===== config.mk =====
export PLATFORM = sky130hd
export DESIGN_NAME = udp_port_demux_filter_flat
export DESIGN_NICKNAME = d
export VERILOG_FILES = /design/src/rtl/udp_port_demux_filter_if.sv /design/src/rtl/udp_port_demux_filter.sv /design/src/flat_wrapper.sv
export SDC_FILE = /design/constraint.sdc
export NUM_CORES = 1
export LEC_CHECK = 0
export BUFFER_PORTS_ARGS = -buffer_cell sky130_fd_sc_hd__buf_2
export CELL_PAD_IN_SITES_DETAIL_PLACEMENT = 1
export CELL_PAD_IN_SITES_GLOBAL_PLACEMENT = 1
export CORE_AREA = 4 4 231 233
export DETAILED_ROUTE_END_ITERATION = 8
export DIE_AREA = 0 0 235 237
export MAX_ROUTING_LAYER = met4
export PLACE_DENSITY_LB_ADDON = 0.12
export RECOVER_POWER = 25
export SKIP_CTS_REPAIR_TIMING = 1
export SKIP_LAST_GASP = 1
export SYNTH_ARGS = -nofsm -noshare
export SYNTH_HDL_FRONTEND = slang
export SYNTH_SLANG_ARGS = --single-unit

===== constraint.sdc =====
create_clock -name clk -period 3.5 [get_ports clk]
set_input_delay 0.525 -clock clk [delete_from_list [all_inputs] [get_ports clk]]
set_output_delay 0.525 -clock clk [all_outputs]
set_load 0.02 [all_outputs]

===== src/rtl/udp_port_demux_filter_if.sv =====
// UDP header/payload sink bundle plus the per-channel AXI-Stream outputs of the demux.
// master = upstream/downstream environment side, slave = demux side.
interface udp_port_demux_filter_if #(
  parameter int CHANNELS   = 4,
  parameter int DATA_WIDTH = 8
);
  logic                           s_udp_hdr_valid;
  logic                           s_udp_hdr_ready;
  logic [31:0]                    s_udp_ip_dest_ip;
  logic [15:0]                    s_udp_dest_port;
  logic [DATA_WIDTH-1:0]          s_udp_payload_axis_tdata;
  logic                           s_udp_payload_axis_tvalid;
  logic                           s_udp_payload_axis_tready;
  logic                           s_udp_payload_axis_tlast;
  logic                           s_udp_payload_axis_tuser;
  logic [CHANNELS*DATA_WIDTH-1:0] m_axis_tdata;
  logic [CHANNELS-1:0]            m_axis_tvalid;
  logic [CHANNELS-1:0]            m_axis_tready;
  logic [CHANNELS-1:0]            m_axis_tlast;
  logic [CHANNELS-1:0]            m_axis_tuser;

  modport slave (
    input  s_udp_hdr_valid, s_udp_ip_dest_ip, s_udp_dest_port,
    input  s_udp_payload_axis_tdata, s_udp_payload_axis_tvalid,
    input  s_udp_payload_axis_tlast, s_udp_payload_axis_tuser,
    output s_udp_hdr_ready, s_udp_payload_axis_tready,
    output m_axis_tdata, m_axis_tvalid, m_axis_tlast, m_axis_tuser,
    input  m_axis_tready
  );

  modport master (
    output s_udp_hdr_valid, s_udp_ip_dest_ip, s_udp_dest_port,
    output s_udp_payload_axis_tdata, s_udp_payload_axis_tvalid,
    output s_udp_payload_axis_tlast, s_udp_payload_axis_tuser,
    input  s_udp_hdr_ready, s_udp_payload_axis_tready,
    input  m_axis_tdata, m_axis_tvalid, m_axis_tlast, m_axis_tuser,
    output m_axis_tready
  );
endinterface


===== src/rtl/udp_port_demux_filter.sv =====
// Routes UDP payload to the first enabled (dest IP, dest port) rule's channel, drains and counts misses.
// 1 clk payload latency through one shared output register; stalls upstream only while that register is held.
module udp_port_demux_filter #(
  parameter int CHANNELS   = 4,
  parameter int DATA_WIDTH = 8,
  parameter int CNT_WIDTH  = 32
) (
  input  logic                          clk,
  input  logic                          rst_n,
  input  logic                          tx_eth_hdr_ready,
  udp_port_demux_filter_if.slave        bus,
  input  logic [CHANNELS-1:0]           cfg_enable,
  input  logic [CHANNELS-1:0]           cfg_ip_any,
  input  logic [CHANNELS*32-1:0]        cfg_dest_ip,
  input  logic [CHANNELS*16-1:0]        cfg_dest_port,
  output logic [CHANNELS*CNT_WIDTH-1:0] status_frame_count,
  output logic [CHANNELS*CNT_WIDTH-1:0] status_bad_count,
  output logic [CNT_WIDTH-1:0]          status_drop_count,
  output logic                          status_busy
);
  localparam int SEL_W = (CHANNELS > 1) ? $clog2(CHANNELS) : 1;
  localparam logic [1:0] IDLE  = 2'd0;
  localparam logic [1:0] FWD   = 2'd1;
  localparam logic [1:0] DRAIN = 2'd2;

  logic [1:0]            state;
  logic [CHANNELS-1:0]   hit;
  logic                  any_hit;
  logic [SEL_W-1:0]      hit_sel;
  logic [SEL_W-1:0]      sel;
  logic [SEL_W-1:0]      out_ch;
  logic                  out_valid;
  logic                  out_last;
  logic                  out_user;
  logic [DATA_WIDTH-1:0] out_data;
  logic [CNT_WIDTH-1:0]  frame_cnt [CHANNELS];
  logic [CNT_WIDTH-1:0]  bad_cnt   [CHANNELS];
  logic [CNT_WIDTH-1:0]  drop_cnt;
  logic                  hdr_fire;
  logic                  in_fire;
  logic                  out_fire;

  function automatic logic [CNT_WIDTH-1:0] sat_inc(input logic [CNT_WIDTH-1:0] v);
    return (&v) ? v : v + CNT_WIDTH'(1);
  endfunction

  always_comb begin
    hit     = '0;
    hit_sel = '0;
    for (int i = 0; i < CHANNELS; i++)
      hit[i] = cfg_enable[i] && (cfg_dest_port[i*16 +: 16] == bus.s_udp_dest_port) &&
               (cfg_ip_any[i] || (cfg_dest_ip[i*32 +: 32] == bus.s_udp_ip_dest_ip));
    // Descending scan so the lowest matching index is the one left standing.
    for (int i = CHANNELS - 1; i >= 0; i--)
      if (hit[i]) hit_sel = SEL_W'(i);
  end

  assign any_hit = |hit;

  always_comb begin
    bus.s_udp_hdr_ready           = 1'b0;
    bus.s_udp_payload_axis_tready = 1'b0;
    case (state)
      IDLE:    bus.s_udp_hdr_ready = any_hit ? tx_eth_hdr_ready : 1'b1;
      // A held beat may belong to the previous frame's channel, so gate on out_ch, not sel.
      FWD:     bus.s_udp_payload_axis_tready = !out_valid || bus.m_axis_tready[out_ch];
      DRAIN:   bus.s_udp_payload_axis_tready = 1'b1;
      default: ;
    endcase
  end

  assign hdr_fire = bus.s_udp_hdr_valid && bus.s_udp_hdr_ready;
  assign in_fire  = bus.s_udp_payload_axis_tvalid && bus.s_udp_payload_axis_tready;
  assign out_fire = out_valid && bus.m_axis_tready[out_ch];

  always_ff @(posedge clk or negedge rst_n) begin
    if (!rst_n) begin
      state <= IDLE;
      sel   <= '0;
    end else begin
      case (state)
        IDLE: if (hdr_fire) begin
          sel   <= hit_sel;
          state <= any_hit ? FWD : DRAIN;
        end
        FWD, DRAIN: if (in_fire && bus.s_udp_payload_axis_tlast) state <= IDLE;
        default: state <= IDLE;
      endcase
    end
  end

  always_ff @(posedge clk or negedge rst_n) begin
    if (!rst_n) begin
      out_valid <= 1'b0;
      out_data  <= '0;
      out_last  <= 1'b0;
      out_user  <= 1'b0;
      out_ch    <= '0;
    end else if (state == FWD && in_fire) begin
      out_valid <= 1'b1;
      out_data  <= bus.s_udp_payload_axis_tdata;
      out_last  <= bus.s_udp_payload_axis_tlast;
      out_user  <= bus.s_udp_payload_axis_tuser;
      out_ch    <= sel;
    end else if (out_fire) begin
      out_valid <= 1'b0;
    end
  end

  always_ff @(posedge clk or negedge rst_n) begin
    if (!rst_n) begin
      for (int c = 0; c < CHANNELS; c++) begin
        frame_cnt[c] <= '0;
        bad_cnt[c]   <= '0;
      end
      drop_cnt <= '0;
    end else begin
      if (out_fire && out_last) begin
        if (out_user) bad_cnt[out_ch]   <= sat_inc(bad_cnt[out_ch]);
        else          frame_cnt[out_ch] <= sat_inc(frame_cnt[out_ch]);
      end
      if (state == DRAIN && in_fire && bus.s_udp_payload_axis_tlast)
        drop_cnt <= sat_inc(drop_cnt);
    end
  end

  always_comb begin
    bus.m_axis_tdata   = '0;
    bus.m_axis_tvalid  = '0;
    bus.m_axis_tlast   = '0;
    bus.m_axis_tuser   = '0;
    status_frame_count = '0;
    status_bad_count   = '0;
    for (int c = 0; c < CHANNELS; c++) begin
      if (out_valid && out_ch == SEL_W'(c)) begin
        bus.m_axis_tvalid[c]                          = 1'b1;
        bus.m_axis_tdata[c*DATA_WIDTH +: DATA_WIDTH] = out_data;
        bus.m_axis_tlast[c]                           = out_last;
        bus.m_axis_tuser[c]                           = out_user;
      end
      status_frame_count[c*CNT_WIDTH +: CNT_WIDTH] = frame_cnt[c];
      status_bad_count[c*CNT_WIDTH +: CNT_WIDTH]   = bad_cnt[c];
    end
  end

  assign status_drop_count = drop_cnt;
  assign status_busy       = (state != IDLE);
endmodule

===== src/flat_wrapper.sv =====
// flat-port wrapper written by rule: the top's interface ports become plain ports
module udp_port_demux_filter_flat 
#(
  parameter int CHANNELS   = 4,
  parameter int DATA_WIDTH = 8,
  parameter int CNT_WIDTH  = 32
)
  (clk, rst_n, tx_eth_hdr_ready, cfg_enable, cfg_ip_any, cfg_dest_ip, cfg_dest_port, status_frame_count, status_bad_count, status_drop_count, status_busy, bus_s_udp_hdr_valid, bus_s_udp_ip_dest_ip, bus_s_udp_dest_port, bus_s_udp_payload_axis_tdata, bus_s_udp_payload_axis_tvalid, bus_s_udp_payload_axis_tlast, bus_s_udp_payload_axis_tuser, bus_s_udp_hdr_ready, bus_s_udp_payload_axis_tready, bus_m_axis_tdata, bus_m_axis_tvalid, bus_m_axis_tlast, bus_m_axis_tuser, bus_m_axis_tready);
  udp_port_demux_filter_if #(.CHANNELS(CHANNELS), .DATA_WIDTH(DATA_WIDTH)) bus_i ();
  input  logic clk;
  input  logic rst_n;
  input  logic tx_eth_hdr_ready;
  input  logic [CHANNELS-1:0] cfg_enable;
  input  logic [CHANNELS-1:0] cfg_ip_any;
  input  logic [CHANNELS*32-1:0] cfg_dest_ip;
  input  logic [CHANNELS*16-1:0] cfg_dest_port;
  output logic [CHANNELS*CNT_WIDTH-1:0] status_frame_count;
  output logic [CHANNELS*CNT_WIDTH-1:0] status_bad_count;
  output logic [CNT_WIDTH-1:0] status_drop_count;
  output logic status_busy;
  input wire logic [$bits(bus_i.s_udp_hdr_valid)-1:0] bus_s_udp_hdr_valid;
  input wire logic [$bits(bus_i.s_udp_ip_dest_ip)-1:0] bus_s_udp_ip_dest_ip;
  input wire logic [$bits(bus_i.s_udp_dest_port)-1:0] bus_s_udp_dest_port;
  input wire logic [$bits(bus_i.s_udp_payload_axis_tdata)-1:0] bus_s_udp_payload_axis_tdata;
  input wire logic [$bits(bus_i.s_udp_payload_axis_tvalid)-1:0] bus_s_udp_payload_axis_tvalid;
  input wire logic [$bits(bus_i.s_udp_payload_axis_tlast)-1:0] bus_s_udp_payload_axis_tlast;
  input wire logic [$bits(bus_i.s_udp_payload_axis_tuser)-1:0] bus_s_udp_payload_axis_tuser;
  output wire logic [$bits(bus_i.s_udp_hdr_ready)-1:0] bus_s_udp_hdr_ready;
  output wire logic [$bits(bus_i.s_udp_payload_axis_tready)-1:0] bus_s_udp_payload_axis_tready;
  output wire logic [$bits(bus_i.m_axis_tdata)-1:0] bus_m_axis_tdata;
  output wire logic [$bits(bus_i.m_axis_tvalid)-1:0] bus_m_axis_tvalid;
  output wire logic [$bits(bus_i.m_axis_tlast)-1:0] bus_m_axis_tlast;
  output wire logic [$bits(bus_i.m_axis_tuser)-1:0] bus_m_axis_tuser;
  input wire logic [$bits(bus_i.m_axis_tready)-1:0] bus_m_axis_tready;
  assign bus_i.s_udp_hdr_valid = bus_s_udp_hdr_valid;
  assign bus_i.s_udp_ip_dest_ip = bus_s_udp_ip_dest_ip;
  assign bus_i.s_udp_dest_port = bus_s_udp_dest_port;
  assign bus_i.s_udp_payload_axis_tdata = bus_s_udp_payload_axis_tdata;
  assign bus_i.s_udp_payload_axis_tvalid = bus_s_udp_payload_axis_tvalid;
  assign bus_i.s_udp_payload_axis_tlast = bus_s_udp_payload_axis_tlast;
  assign bus_i.s_udp_payload_axis_tuser = bus_s_udp_payload_axis_tuser;
  assign bus_s_udp_hdr_ready = bus_i.s_udp_hdr_ready;
  assign bus_s_udp_payload_axis_tready = bus_i.s_udp_payload_axis_tready;
  assign bus_m_axis_tdata = bus_i.m_axis_tdata;
  assign bus_m_axis_tvalid = bus_i.m_axis_tvalid;
  assign bus_m_axis_tlast = bus_i.m_axis_tlast;
  assign bus_m_axis_tuser = bus_i.m_axis_tuser;
  assign bus_i.m_axis_tready = bus_m_axis_tready;
  udp_port_demux_filter #(.CHANNELS(CHANNELS), .DATA_WIDTH(DATA_WIDTH), .CNT_WIDTH(CNT_WIDTH)) u_core (.clk(clk), .rst_n(rst_n), .tx_eth_hdr_ready(tx_eth_hdr_ready), .bus(bus_i), .cfg_enable(cfg_enable), .cfg_ip_any(cfg_ip_any), .cfg_dest_ip(cfg_dest_ip), .cfg_dest_port(cfg_dest_port), .status_frame_count(status_frame_count), .status_bad_count(status_bad_count), .status_drop_count(status_drop_count), .status_busy(status_busy));
endmodule

Word level (Yosys, flattened, before mapping):

Cells that the tools add are included.

* word-level logic and storage cells: 124
* output and inout bits: 335
* register bits: 305
* input bits: 267

* reductions and logical operators: 41
* add/subtract/negate cells: 3
* muxes and demuxes: 43
* order comparisons: 3
* equality and inequality tests: 15
* bitwise gates (word level): 3

Operators with widths (count)
* $bwmux W128: 2
* $mux W32: 7
* $bmux W32 S2: 2
* $eq A32 B32 Y1: 4
* $add A32 B1 Y32 const B: 3
* $reduce_and A32 Y1: 3
* $demux W32 S2: 1
* $eq A16 B16 Y1: 4
* $mux W8: 4
* $logic_and A1 B1 Y1: 21
* $mux W1: 17
* $mux W2: 7
* $reduce_and A2 Y1: 5
* $eq A2 B2 Y1 const B: 3
* $logic_or A1 B1 Y1: 5
* $eq A2 B1 Y1 const B: 2
* $logic_not A2 Y1: 2
* $ne A2 B1 Y1 const B: 2
* $pmux W2 S2: 1
* $reduce_bool A2 Y1: 2
* $reduce_or A4 Y1: 1
* $ge A3 B3 Y1 const B: 1
* $lt A2 B3 Y1 const B: 1
* $lt A3 B1 Y1 const B: 1
* 6 further kinds: 7

Longest topological paths before layout:

Gate-level depths: netlist of run 1.

* word-level depth: 9
* depth in mapped cells: 13
* mapped depth without buffers: 8

Worst setup path after synthesis of run 1:

No wires, ideal clock.

* kind: register to register
* start point: reg u_core.out_ch[0]
* end point: reg u_core.frame_cnt, in the netlist u_core.status_frame_count[21]
* data required time: 3368 ps
* library setup time: 132 ps
* arrival time: 2807 ps
* period minus slack after synthesis: 2939 ps
* path buffers: 3
* path slack: 561 ps
* cell stages (with the launch flop): 12
* cell sequence: dfrtp_1 > buf_6 > buf_12 > buf_12 > mux4_1 > ha_1 > and3_1 > nand4_2 > nor4_1 > or4b_1 > xor2_1 > o21ai_0

* longest elaborated chain between the ends: 7
* elaborated cells between the ends (all ways): 18
* classes of those cells: add/sub: 1; order compare: 2; mux: 9; bitwise: 1; reduce/logical: 5

Ends and longest elaborated chain
* start, declared: line udp_port_demux_filter.sv:31 `logic [SEL_W-1:0] out_ch;`
* start signal, assigned: line udp_port_demux_filter.sv:104 `out_ch <= sel;`
* $not A2 Y3 (implied by the code): line udp_port_demux_filter.sv:120 `else frame_cnt[out_ch] <= sat_inc(frame_cnt[out_ch]);`
* $bmux W32 S2: line udp_port_demux_filter.sv:120
* $mux W32 (implied by the code) (2 in a row): line udp_port_demux_filter.sv:120
* $add A32 B1 Y32 or $reduce_and A32 Y1 (tied branches): line udp_port_demux_filter.sv:44 `return (&v) ? v : v + CNT_WIDTH'(1);`
* $mux W32: line udp_port_demux_filter.sv:44
* $bwmux W128: line udp_port_demux_filter.sv:120
* end signal, assigned by index: line udp_port_demux_filter.sv:120
* end, declared: line udp_port_demux_filter.sv:36 `logic [CNT_WIDTH-1:0] frame_cnt [CHANNELS];`

Several ways; a longest one is shown, not always the timed one. The select of a mux whose other input is x is not followed.
A chain may end at the register's enable or synchronous reset.

Worst setup path after layout of run 1:

* start point: reg u_core.out_ch[0]
* end point: out bus_s_udp_payload_axis_tready

* longest elaborated chain between the ends: 4

Ends and longest elaborated chain
* $bmux W1 S2: line udp_port_demux_filter.sv:66 `FWD: bus.s_udp_payload_axis_tready = !out_valid || bus.m_axis_tready[out_ch];`
* $mux W1 (implied by the code): line udp_port_demux_filter.sv:66
* $logic_or A1 B1 Y1: line udp_port_demux_filter.sv:66
* $pmux W1 S2: line udp_port_demux_filter.sv:63 `case (state)`
* end, declared: line flat_wrapper.sv:29 `output wire logic [$bits(bus_i.s_udp_payload_axis_tready)-1:0] bus_s_udp_payload_axis_tready;`

No other way between the ends. The select of a mux whose other input is x is not followed.

==> flow_summary.ini, run 1 <==
[worst_setup_path]
cp_max_fo = 15
critPathLaunch = u_core.out_ch[0]
critPathKind = reg2out
cp_endpoint_kind = output pin
cp.required_ns = 2.97
setup.worst_path.start_class = flop
worst_r2r_start = u_core.out_ch[0]
cp_data_arrival_time_ns = 2.79

[clocking]
cts_tree = done
clkSinkCount = 305
cts_made_buffers = 37
clock_tree.root_cell = sky130_fd_sc_hd__clkbuf_16
clock_tree.buffer_depth = 3
clk-insertion-delay-late_ns = 0.55
htree_num_levels = 2
clkTransAtPathRegs_ns = 0.06

[synth]
synth_sequential_area_ratio = 0.4430
synth.cell_area_um2 = 17230
ys_seq_elements = 305
syn_avg_cell_area_um2 = 10.48
yosysMostFrequentCell = sky130_fd_sc_hd__dfrtp_1
netlist.top_cell.by_area = sky130_fd_sc_hd__dfrtp_1
synth_top_cell_area_share = 0.4430
synthCells = 1644
number_of_enable_flip_flop_cells_after_synthesis = 0
synth_warnings = 0
synth_commonest_cells = sky130_fd_sc_hd__dfrtp_1, sky130_fd_sc_hd__nand2_1, sky130_fd_sc_hd__xnor2_1
netlist_top_cells_area = sky130_fd_sc_hd__dfrtp_1, sky130_fd_sc_hd__xnor2_1, sky130_fd_sc_hd__o21ai_0
synthDistinctLibCells = 65
postSynthNetCount = 1917
top_ff_cell_synth = sky130_fd_sc_hd__dfrtp_1
async_reset_ff_frac = 1.000

[sta]
finalWorstPathRequiredPeriod_ns = 3.320
slew_at_the_pin_with_the_worst_max_slew_slack_ns = 2.627
timing.clock.skew_ns = 0.02948
tns_ns = 0
min_period_over_period = 0.9485
rsz0062_at_grt = false
final_hold_viol_count = 0
timing.final.setup_violations = 0
final-max-slew-violation-count = 100
worst_slew_margin_rel = -0.7517
max_clock_freq_mhz = 301.2
finalWorstSetupSlack_ns = 0.1802

[die]
die_width_um = 235
initial_utilization = 0.3365
die_area_um2 = 55700
rows = 83
design.core.area_um2 = 51200
die_h_um = 237
ioPinCount = 602

[route]
postRouteWirelength_um = 73210
ant_nets = 0
vias_per_cell = 5.220
route.vias.total = 15540
avgRoutedWirePerCell_um = 24.60
drc = 0
drt_first_pass_iters = 5
initialDrtViolationCount = 781

[placement]
buffer_ports.inserted = 601
global_placer_s_final_weighted_congestion = 0.9228
dp_cells = 2893
detailedPlacementHpwl_um = 58350
pre_cts_slack_ns = 0.05348

[grt]
first_global_vias = 16550
pin_count_of_the_biggest_net_entering_global_routing = 101
wire_length_of_the_first_global_routing_pass_um = 108600
grt_overflow = 0
antenna_found_initial = 23
grtUsageTotal = 0.2610

[cells_and_area]
finish.net_count = 2527
share_of_final_layout_standard_cells_stronger_than_drive_strength_1 = 0.3779
area_growth_pct = 31.27
final_util = 0.4418
fin_cells = 2976

[run_status]
run_status = finished with violations
failing_checks = capacitance limit, slew limit

[power_and_ir_drop]
worst_ir_drop_vdd_v = 0.0002186
cellPowerDensity_nw_per_um2 = 366.0
leakage_nw = 11.01
p_switching_mw = 2.066
seq_power_share = 0.435
combPwrFrac = 0.096
clkPwrFrac = 0.469
fraction_of_power_spent_switching_nets = 0.2496
cellInternalPower_mw = 6.212

[hold_path]
hold_class = in2reg
holdCritStartpoint = bus_s_udp_payload_axis_tdata[2]

[job]
number_of_max_capacitance_violations_reported = 1
-- kinds of logic (layout without fill, tap and decap cells) --
group / Yosys count / in the layout / synth area share
compound gates: 260 / 260 / 0.08467
mux: 123 / 123 / 0.1286
buf+inv: 121 / 758 / 0.03449
fa+ha+maj: 6 / 6 / 0.004357
other cells: 0 / 15 / 0
simple gates: 555 / 555 / 0.1652
xor+xnor: 274 / 274 / 0.1397
flops: 305 / 305 / 0.4430
-- per-stage QoR --
stage	cell area (um2)	power, mW	hold slack (ns)
after floorplan	17230	4.036	0.2294
after global placement	21330	4.463	0.4778
after detailed placement	21330	4.479	0.4837
after CTS	22560	8.398	0.06279
after global routing	22620	8.627	0.1874
final	22620	8.278	0.2045
-- power by group through the flow --
stage	Combinational [mW]	Clock (mW)	Sequential [mW]
3_5_place_dp	0.816	0	3.66
5_1_grt	0.880	4.14	3.60
6_report	0.793	3.88	3.60
2_1_floorplan	0.351	0	3.68
4_1_cts	0.817	3.98	3.60
3_3_place_gp	0.801	0	3.66
-- layer usage --
metal / share of wire / vias to the layer above / track usage
met3: 0.045 / 154 / 0.04193
met2: 0.52 / 487 / 0.4519
met1: 0.38 / 7813 / 0.2971
met4: 0.053 / 0 / 0.1226
li1: - / 7081 / -
met5: 0 / - / -
-- cells in the final DEF, fill, tap and decap left out, types with 17 or more instances in the layout --
master,n
sky130_fd_sc_hd__nor2_1,43
sky130_fd_sc_hd__clkbuf_16,38
sky130_fd_sc_hd__buf_2,600
sky130_fd_sc_hd__o21ai_0,197
sky130_fd_sc_hd__mux4_2,33
sky130_fd_sc_hd__mux2_2,54
sky130_fd_sc_hd__nand4_1,58
sky130_fd_sc_hd__mux4_1,31
sky130_fd_sc_hd__nor4_1,28
sky130_fd_sc_hd__xnor2_1,204
sky130_fd_sc_hd__buf_4,52
sky130_fd_sc_hd__xor2_1,68
sky130_fd_sc_hd__and2_1,17
sky130_fd_sc_hd__nand2_1,248
sky130_fd_sc_hd__dfrtp_1,303
sky130_fd_sc_hd__nand3_1,40
sky130_fd_sc_hd__and3_1,45
sky130_fd_sc_hd__inv_1,19
-- state kept, by name, summed over array words and instances, names as in the netlist --
| register | flops |
|---|---|
| u_core.status_frame_count | 128 |
| u_core.out_last | 1 |
| u_core.state | 2 |
| u_core.status_drop_count | 32 |
| u_core.out_data | 8 |
| u_core.out_valid | 1 |
| u_core.status_bad_count | 128 |
| u_core.sel | 2 |
| u_core.out_ch | 2 |
| u_core.out_user | 1 |
-- final cells by class --
type | count | area, um2
Fill cell | 5934 | 28580
Multi-Input combinational cell | 1218 | 9051
Sequential cell | 305 | 7640
Timing Repair Buffer | 673 | 3739
Clock buffer | 53 | 1127
Tap cell | 680 | 850.8
Clock inverter | 13 | 101.3
Inverter | 19 | 71.32
Antenna cell | 15 | 37.54
-- worst paths after layout --
check / to / slack [ns] / depth (start not counted)
hold reg to reg: u_core.status_drop_count[23] / 0.49 / 1
min in group asynchronous: u_core.status_bad_count[104] / 0.80 / 1
max in group asynchronous: u_core.status_frame_count[5] / 0.66 / 2
hold / removal: u_core.out_data[2] / 0.20 / 2
setup reg to reg: u_core.status_bad_count[57] / 0.26 / 10
setup / recovery: bus_s_udp_payload_axis_tready / 0.18 / 7
-- worst max-delay path, cell delays in order, from the launching register on --
cell	delay, ns
sky130_fd_sc_hd__dfrtp_4	0.55
sky130_fd_sc_hd__buf_12	0.21
sky130_fd_sc_hd__buf_4	0.22
sky130_fd_sc_hd__mux4_2	0.60
sky130_fd_sc_hd__nand2b_1	0.20
sky130_fd_sc_hd__a21oi_1	0.17
sky130_fd_sc_hd__nor2_1	0.08
sky130_fd_sc_hd__buf_2	0.17
Note: power is estimated with default switching activity, not from simulation.
==> run 2, diff against run 1 <==
==> constraint.sdc (replaced) <==
create_clock -name clk -period 3.5 [get_ports clk]
set_input_delay 0.35 -clock clk [delete_from_list [all_inputs] [get_ports clk]]
set_output_delay 0.35 -clock clk [all_outputs]
set_load 0.02 [all_outputs]
==> run 2 against run 1 <==
Net effect: the run now ends clean; final area about the same; largest cell class unchanged; via count down 0.18%; hold slack worse by 0.17 ns; fmax down 0.34%; global-route usage down 0.38 points; first-iteration DRC count up 15%.
==> flow_summary.ini, run 2 (synthesized netlist as in run 1, its figures left out) <==
[clocking]
clock_tree.root_cell = sky130_fd_sc_hd__clkbuf_16
cts_made_buffers = 37
clkSinkCount = 305
clkTransAtPathRegs_ns = 0.06
htree_num_levels = 2
clock_tree.buffer_depth = 3
clk-insertion-delay-late_ns = 0.55
cts_tree = done

[cells_and_area]
area_growth_pct = 31.23
final_design_area_no_fill_um2 = 22610
finish.net_count = 2525
final_common_cell = sky130_fd_sc_hd__buf_2
final_util = 0.4417
area_of_the_multi_input_gates_um2 = 9044
share_of_final_layout_standard_cells_stronger_than_drive_strength_1 = 0.3639
mostFrequentLayoutCells = sky130_fd_sc_hd__buf_2, sky130_fd_sc_hd__dfrtp_1, sky130_fd_sc_hd__nand2_1
sequential_standard_cell_area_um2 = 7640
filler_cell_count = 5892

[run_status]
run_status = finished, final reports clean

[worst_setup_path]
critPathLaunch = u_core.out_ch[0]
critical_path.max_stage_delay_ns = 0.64
cp_data_arrival_time_ns = 3.75
setup.worst_path.start_class = flop
cp.required_ns = 3.92
cp_max_fo = 14
r2r_setup_slack_ns = 0.17
cp.depth = 9
cp_endpoint_kind = flop
timing.critical_path.to = u_core.status_frame_count[21]
rr_worst_depth = 9
worst_path_dominant_cell_family = simple AND/OR/NAND/NOR gates
worst_r2r_start = u_core.out_ch[0]
r2r_end = u_core.status_frame_count[21]
critical_path.cell_chain = buf_12 > mux4_1 > ha_1 > and3_1 > nand4_2 > nor4_2 > or4b_1 > xor2_1 > o21ai_0
path_buf_inv = 1
timing.critical_path.slowest_stage_cell = sky130_fd_sc_hd__mux4_1
critPathKind = reg2reg

[sta]
slew_at_the_pin_with_the_worst_max_slew_slack_ns = 1.334
final-max-slew-violation-count = 0
worst_slew_margin_rel = 0.1106
tns_ns = 0
timing.clock.skew_ns = 0.01949
timing.hold.ws_ns = 0.03541
max_clock_freq_mhz = 300.2
timing.final.setup_violations = 0
final_hold_viol_count = 0
min_period_over_period = 0.9518
finalWorstPathRequiredPeriod_ns = 3.331

[route]
initialDrtViolationCount = 900
vias_per_cell = 5.200
ant_nets = 0
postRouteWirelength_um = 72440
route.vias.total = 15510
drt_first_pass_iters = 4
avgRoutedWirePerCell_um = 24.29
drc = 0

[grt]
grtUsageMet1 = 0.2885
grt_overflow = 0
wire_length_of_the_first_global_routing_pass_um = 107100
pin_count_of_the_biggest_net_entering_global_routing = 105
antenna_found_initial = 29
grtUsageTotal = 0.2571
gr-max-usage-layer = met2
grt_use_met3 = 0.03576
gr-usage-met2 = 0.4482
first_global_vias = 16520

[die]
die_width_um = 235
die_h_um = 237
die_area_um2 = 55700
ioPinCount = 602
initial_utilization = 0.3365
design.core.area_um2 = 51200
rows = 83

[placement]
buffer_ports.inserted = 601
detailedPlacementHpwl_um = 57270
global_placer_s_final_weighted_congestion = 0.8883
dpl-instance-area_um2 = 21220

[job]
number_of_max_capacitance_violations_reported = 0

[power_and_ir_drop]
worst_ir_drop_vdd_v = 0.0002727
cellPowerDensity_nw_per_um2 = 374.6
leakage_nw = 10.87

[hold_path]
hold_class = in2reg
run 2: cell types whose count changed in the layout (fill, tap and decap cells not counted), moves of 3 or more:
cell,before,now
sky130_fd_sc_hd__buf_2,600,570
sky130_fd_sc_hd__bufinv_16,1,4
sky130_fd_sc_hd__buf_4,52,55
sky130_fd_sc_hd__buf_12,16,12
sky130_fd_sc_hd__diode_2,15,24
sky130_fd_sc_hd__clkinv_2,11,7
sky130_fd_sc_hd__clkbuf_1,5,33
run 2: how the worst min path moves through the flow:
| stage | cells after the start | end | slack (ns) | startpoint |
|---|---|---|---|---|
| 2_1_floorplan | 0 | u_core.out_ch[0] | 0.05 | rst_n |
| 3_3_place_gp | 1 | u_core.status_drop_count[30] | 0.47 | u_core.status_drop_count[30] |
| 3_5_place_dp | 1 | u_core.status_drop_count[30] | 0.48 | u_core.status_drop_count[30] |
| 4_1_cts | 1 | u_core.status_bad_count[39] | -0.09 | rst_n |
| 5_1_grt | 2 | u_core.out_data[1] | 0.01 | bus_s_udp_payload_axis_tdata[1] |
| 6_report | 2 | u_core.out_user | 0.04 | bus_s_udp_payload_axis_tuser |
run 2: per-stage QoR:
stage,setup WS (ns),power [mW],cells
finish,0.1687,8.471,2982
global route,-0.005798,8.814,2982
CTS,0.02310,8.602,2948
detailed placement,0.09071,4.478,2883
global placement,0.09251,4.460,2883
floorplan,0.5606,4.036,1644
run 2: report_power, final:
part	switching (mW)	leakage, nW	internal (mW)
combinational	0.454	5.99	0.341
sequential	0.0428	4.24	3.56
clock	1.57	0.642	2.51
run 2: metal layers:
metal | part of all wire | wire length (um)
met5 | 0 | 0
met4 | 0.054 | 3914
met3 | 0.038 | 2767
met2 | 0.52 | 37990
met1 | 0.38 | 27760
run 2: area by class of cell:
cell class                      count  area share
Sequential cell                   305      0.3379
Clock buffer                       52     0.04925
Clock inverter                     13    0.007913
Multi-Input combinational cell   1218      0.4000
Inverter                           19    0.003154
Antenna cell                       24    0.002656
Timing Repair Buffer              671      0.1616
Tap cell                          680     0.03763
run 2: worst register-to-register path: stages (launching register included):
cell and delay [ns]:
sky130_fd_sc_hd__dfrtp_4 0.61, sky130_fd_sc_hd__buf_12 0.18, sky130_fd_sc_hd__mux4_1 0.64, sky130_fd_sc_hd__ha_1 0.27
sky130_fd_sc_hd__and3_1 0.19, sky130_fd_sc_hd__nand4_2 0.18, sky130_fd_sc_hd__nor4_2 0.09, sky130_fd_sc_hd__or4b_1 0.57
sky130_fd_sc_hd__xor2_1 0.32, sky130_fd_sc_hd__o21ai_0 0.15
==> run 3, diff against run 2 <==
--- a/config.mk
+++ b/config.mk
@@ -5,12 +5,12 @@
 export SDC_FILE = /design/constraint.sdc
 export NUM_CORES = 1
 export LEC_CHECK = 0
-export BUFFER_PORTS_ARGS = -buffer_cell sky130_fd_sc_hd__buf_2
 export CELL_PAD_IN_SITES_DETAIL_PLACEMENT = 1
 export CELL_PAD_IN_SITES_GLOBAL_PLACEMENT = 1
-export CORE_AREA = 4 4 231 233
+export CORE_AREA = 4 4 232 234
 export DETAILED_ROUTE_END_ITERATION = 8
-export DIE_AREA = 0 0 235 237
+export DIE_AREA = 0 0 236 238
+export DONT_BUFFER_PORTS = 1
 export MAX_ROUTING_LAYER = met4
 export PLACE_DENSITY_LB_ADDON = 0.12
 export RECOVER_POWER = 25
==> constraint.sdc (replaced) <==
create_clock -name clk -period 3.5 [get_ports clk]
set_input_delay 0.35 -clock clk [delete_from_list [all_inputs] [get_ports clk]]
set_output_delay 0.35 -clock clk [all_outputs]
set_load 0.05 [all_outputs]
==> run 3 against run 2 <==
Net effect: the run now ends with hold timing left; sequential power rose by 1%; clock skew decreased by 0.0020 ns; routed wire length decreased by 4.1%; final cell count fell by 14%; critical path depth unchanged; hold slack lost 0.52 ns; utilization decreased by 3.7 points; sequential share of layout area grew 2.5 points; count of clock-buffer cells in the layout up 5; global-route usage is 1.1 points lower.
==> flow_summary.ini, run 3 (synthesized netlist as in run 1, its figures left out) <==
[run_status]
run_status = finished with violations
failing_checks = hold timing

[die]
design.core.area_um2 = 52020
die_area_um2 = 56170
ioPinCount = 602
die_h_um = 238
die_width_um = 236
initial_utilization = 0.3312
rows = 84

[sta]
final-max-slew-violation-count = 0
slew_at_the_pin_with_the_worst_max_slew_slack_ns = 0.6724
rsz0062_at_grt = false
tns_ns = 0
timing.final.setup_violations = 0
worst_slew_margin_rel = 0.5517
final_hold_viol_count = 305
timing.clock.skew_ns = 0.01747
finalWorstPathRequiredPeriod_ns = 3.265
max_clock_freq_mhz = 306.3
timing.hold.ws_ns = -0.4867
min_period_over_period = 0.9328

[power_and_ir_drop]
leakage_nw = 9.101
fin_total_pwr_mw = 8.154
cellPowerDensity_nw_per_um2 = 387.7
worst_ir_drop_vdd_v = 0.0002705

[worst_setup_path]
critPathKind = reg2reg
r2r_setup_slack_ns = 0.24
cp.required_ns = 3.91
worst_r2r_start = u_core.out_ch[0]
worst_path_dominant_cell_family = simple AND/OR/NAND/NOR gates
cp_endpoint_kind = flop
r2r_end = u_core.status_frame_count[85]
cp_max_fo = 18
timing.critical_path.slowest_stage_cell = sky130_fd_sc_hd__mux4_1
critical_path.max_stage_delay_ns = 0.66
critical_path.cell_chain = buf_12 > mux4_1 > ha_1 > and3_1 > nand4_2 > nor4_1 > or4b_1 > xor2_2 > o21ai_0
path_buf_inv = 1
critPathLaunch = u_core.out_ch[0]
cp_data_arrival_time_ns = 3.68
rr_worst_depth = 9
setup.worst_path.start_class = flop

[hold_path]
hold_class = in2async

[cells_and_area]
final_common_cell = sky130_fd_sc_hd__dfrtp_1
share_of_final_layout_standard_cells_stronger_than_drive_strength_1 = 0.2339
mostFrequentLayoutCells = sky130_fd_sc_hd__dfrtp_1, sky130_fd_sc_hd__nand2_1, sky130_fd_sc_hd__buf_4
fin_cells = 2562
finish.net_count = 2117
area_growth_pct = 22.08

[clocking]
clkTransAtPathRegs_ns = 0.06
clkSinkCount = 305
clock_tree.buffer_depth = 3
clock_tree.root_cell = sky130_fd_sc_hd__clkbuf_16
clk-insertion-delay-late_ns = 0.55
cts_made_buffers = 38
cts_tree = done
htree_num_levels = 2

[route]
initialDrtViolationCount = 590
ant_nets = 0
drt_first_pass_iters = 5
route.vias.total = 13940
drc = 0
postRouteWirelength_um = 69460
avgRoutedWirePerCell_um = 27.11
vias_per_cell = 5.441

[placement]
global_placer_s_final_weighted_congestion = 0.9260
detailedPlacementHpwl_um = 54580
dp_cells = 2482
buffer_ports.inserted = 0

[grt]
antenna_found_initial = 7
grt_overflow = 0
wire_length_of_the_first_global_routing_pass_um = 102200
first_global_vias = 14830
pin_count_of_the_biggest_net_entering_global_routing = 306
grtUsageTotal = 0.2457

[job]
number_of_max_capacitance_violations_reported = 0
==> run 3: metal layers <==
layer / track usage / vias up / routed length [um] / part of all wire
li1: - / 6251 / - / -
met1: 0.2718 / 7156 / 26170 / 0.38
met2: 0.4397 / 430 / 37190 / 0.54
met3: 0.05328 / 104 / 3635 / 0.052
met4: 0.08542 / 0 / 2465 / 0.035
met5: - / - / 0 / 0
==> run 3: report_power, final <==
group | switching (mW) | internal (mW) | leakage [nW]
registers | 0.0796 | 3.56 | 4.24
clock network | 1.57 | 2.38 | 0.612
logic | 0.322 | 0.242 | 4.25
==> run 3: per-stage QoR <==
| stage | area (um2) | util | setup slack (ns) | hold slack (ns) |
|---|---|---|---|---|
| after floorplan | 17230 | - | 0.5606 | 0.05441 |
| after global placement | 19670 | 0.3780 | 0.1809 | 0.06149 |
| final | 21040 | 0.4043 | 0.2351 | -0.4867 |
| after global routing | 21030 | 0.4043 | 0.003686 | -0.5233 |
| after CTS | 20910 | 0.4019 | 0.1271 | -0.5314 |
| after detailed placement | 19670 | 0.3780 | 0.1770 | 0.06034 |
==> run 3: worst max-delay path by stage <==
stage                                     to  slack, ns  depth (start not counted)
2_1_floorplan  u_core.status_frame_count[21]       0.56                         11
3_3_place_gp   u_core.status_frame_count[21]       0.18                          9
3_5_place_dp   u_core.status_frame_count[85]       0.18                          9
4_1_cts        u_core.status_frame_count[85]       0.13                          9
5_1_grt         u_core.status_bad_count[109]      0.004                          9
6_report       u_core.status_frame_count[85]       0.24                          9
==> run 3: cell type report <==
| type | instances | area (um2) |
|---|---|---|
| clock inverters | 7 | 62.56 |
| fillers | 5840 | 30990 |
| flip-flops and latches | 305 | 7640 |
| well taps | 688 | 860.8 |
| repair buffers | 262 | 2167 |
| clock buffers | 57 | 1176 |
| multi-input cells | 1218 | 9042 |
| inverters | 19 | 71.32 |
| diodes | 6 | 15.01 |
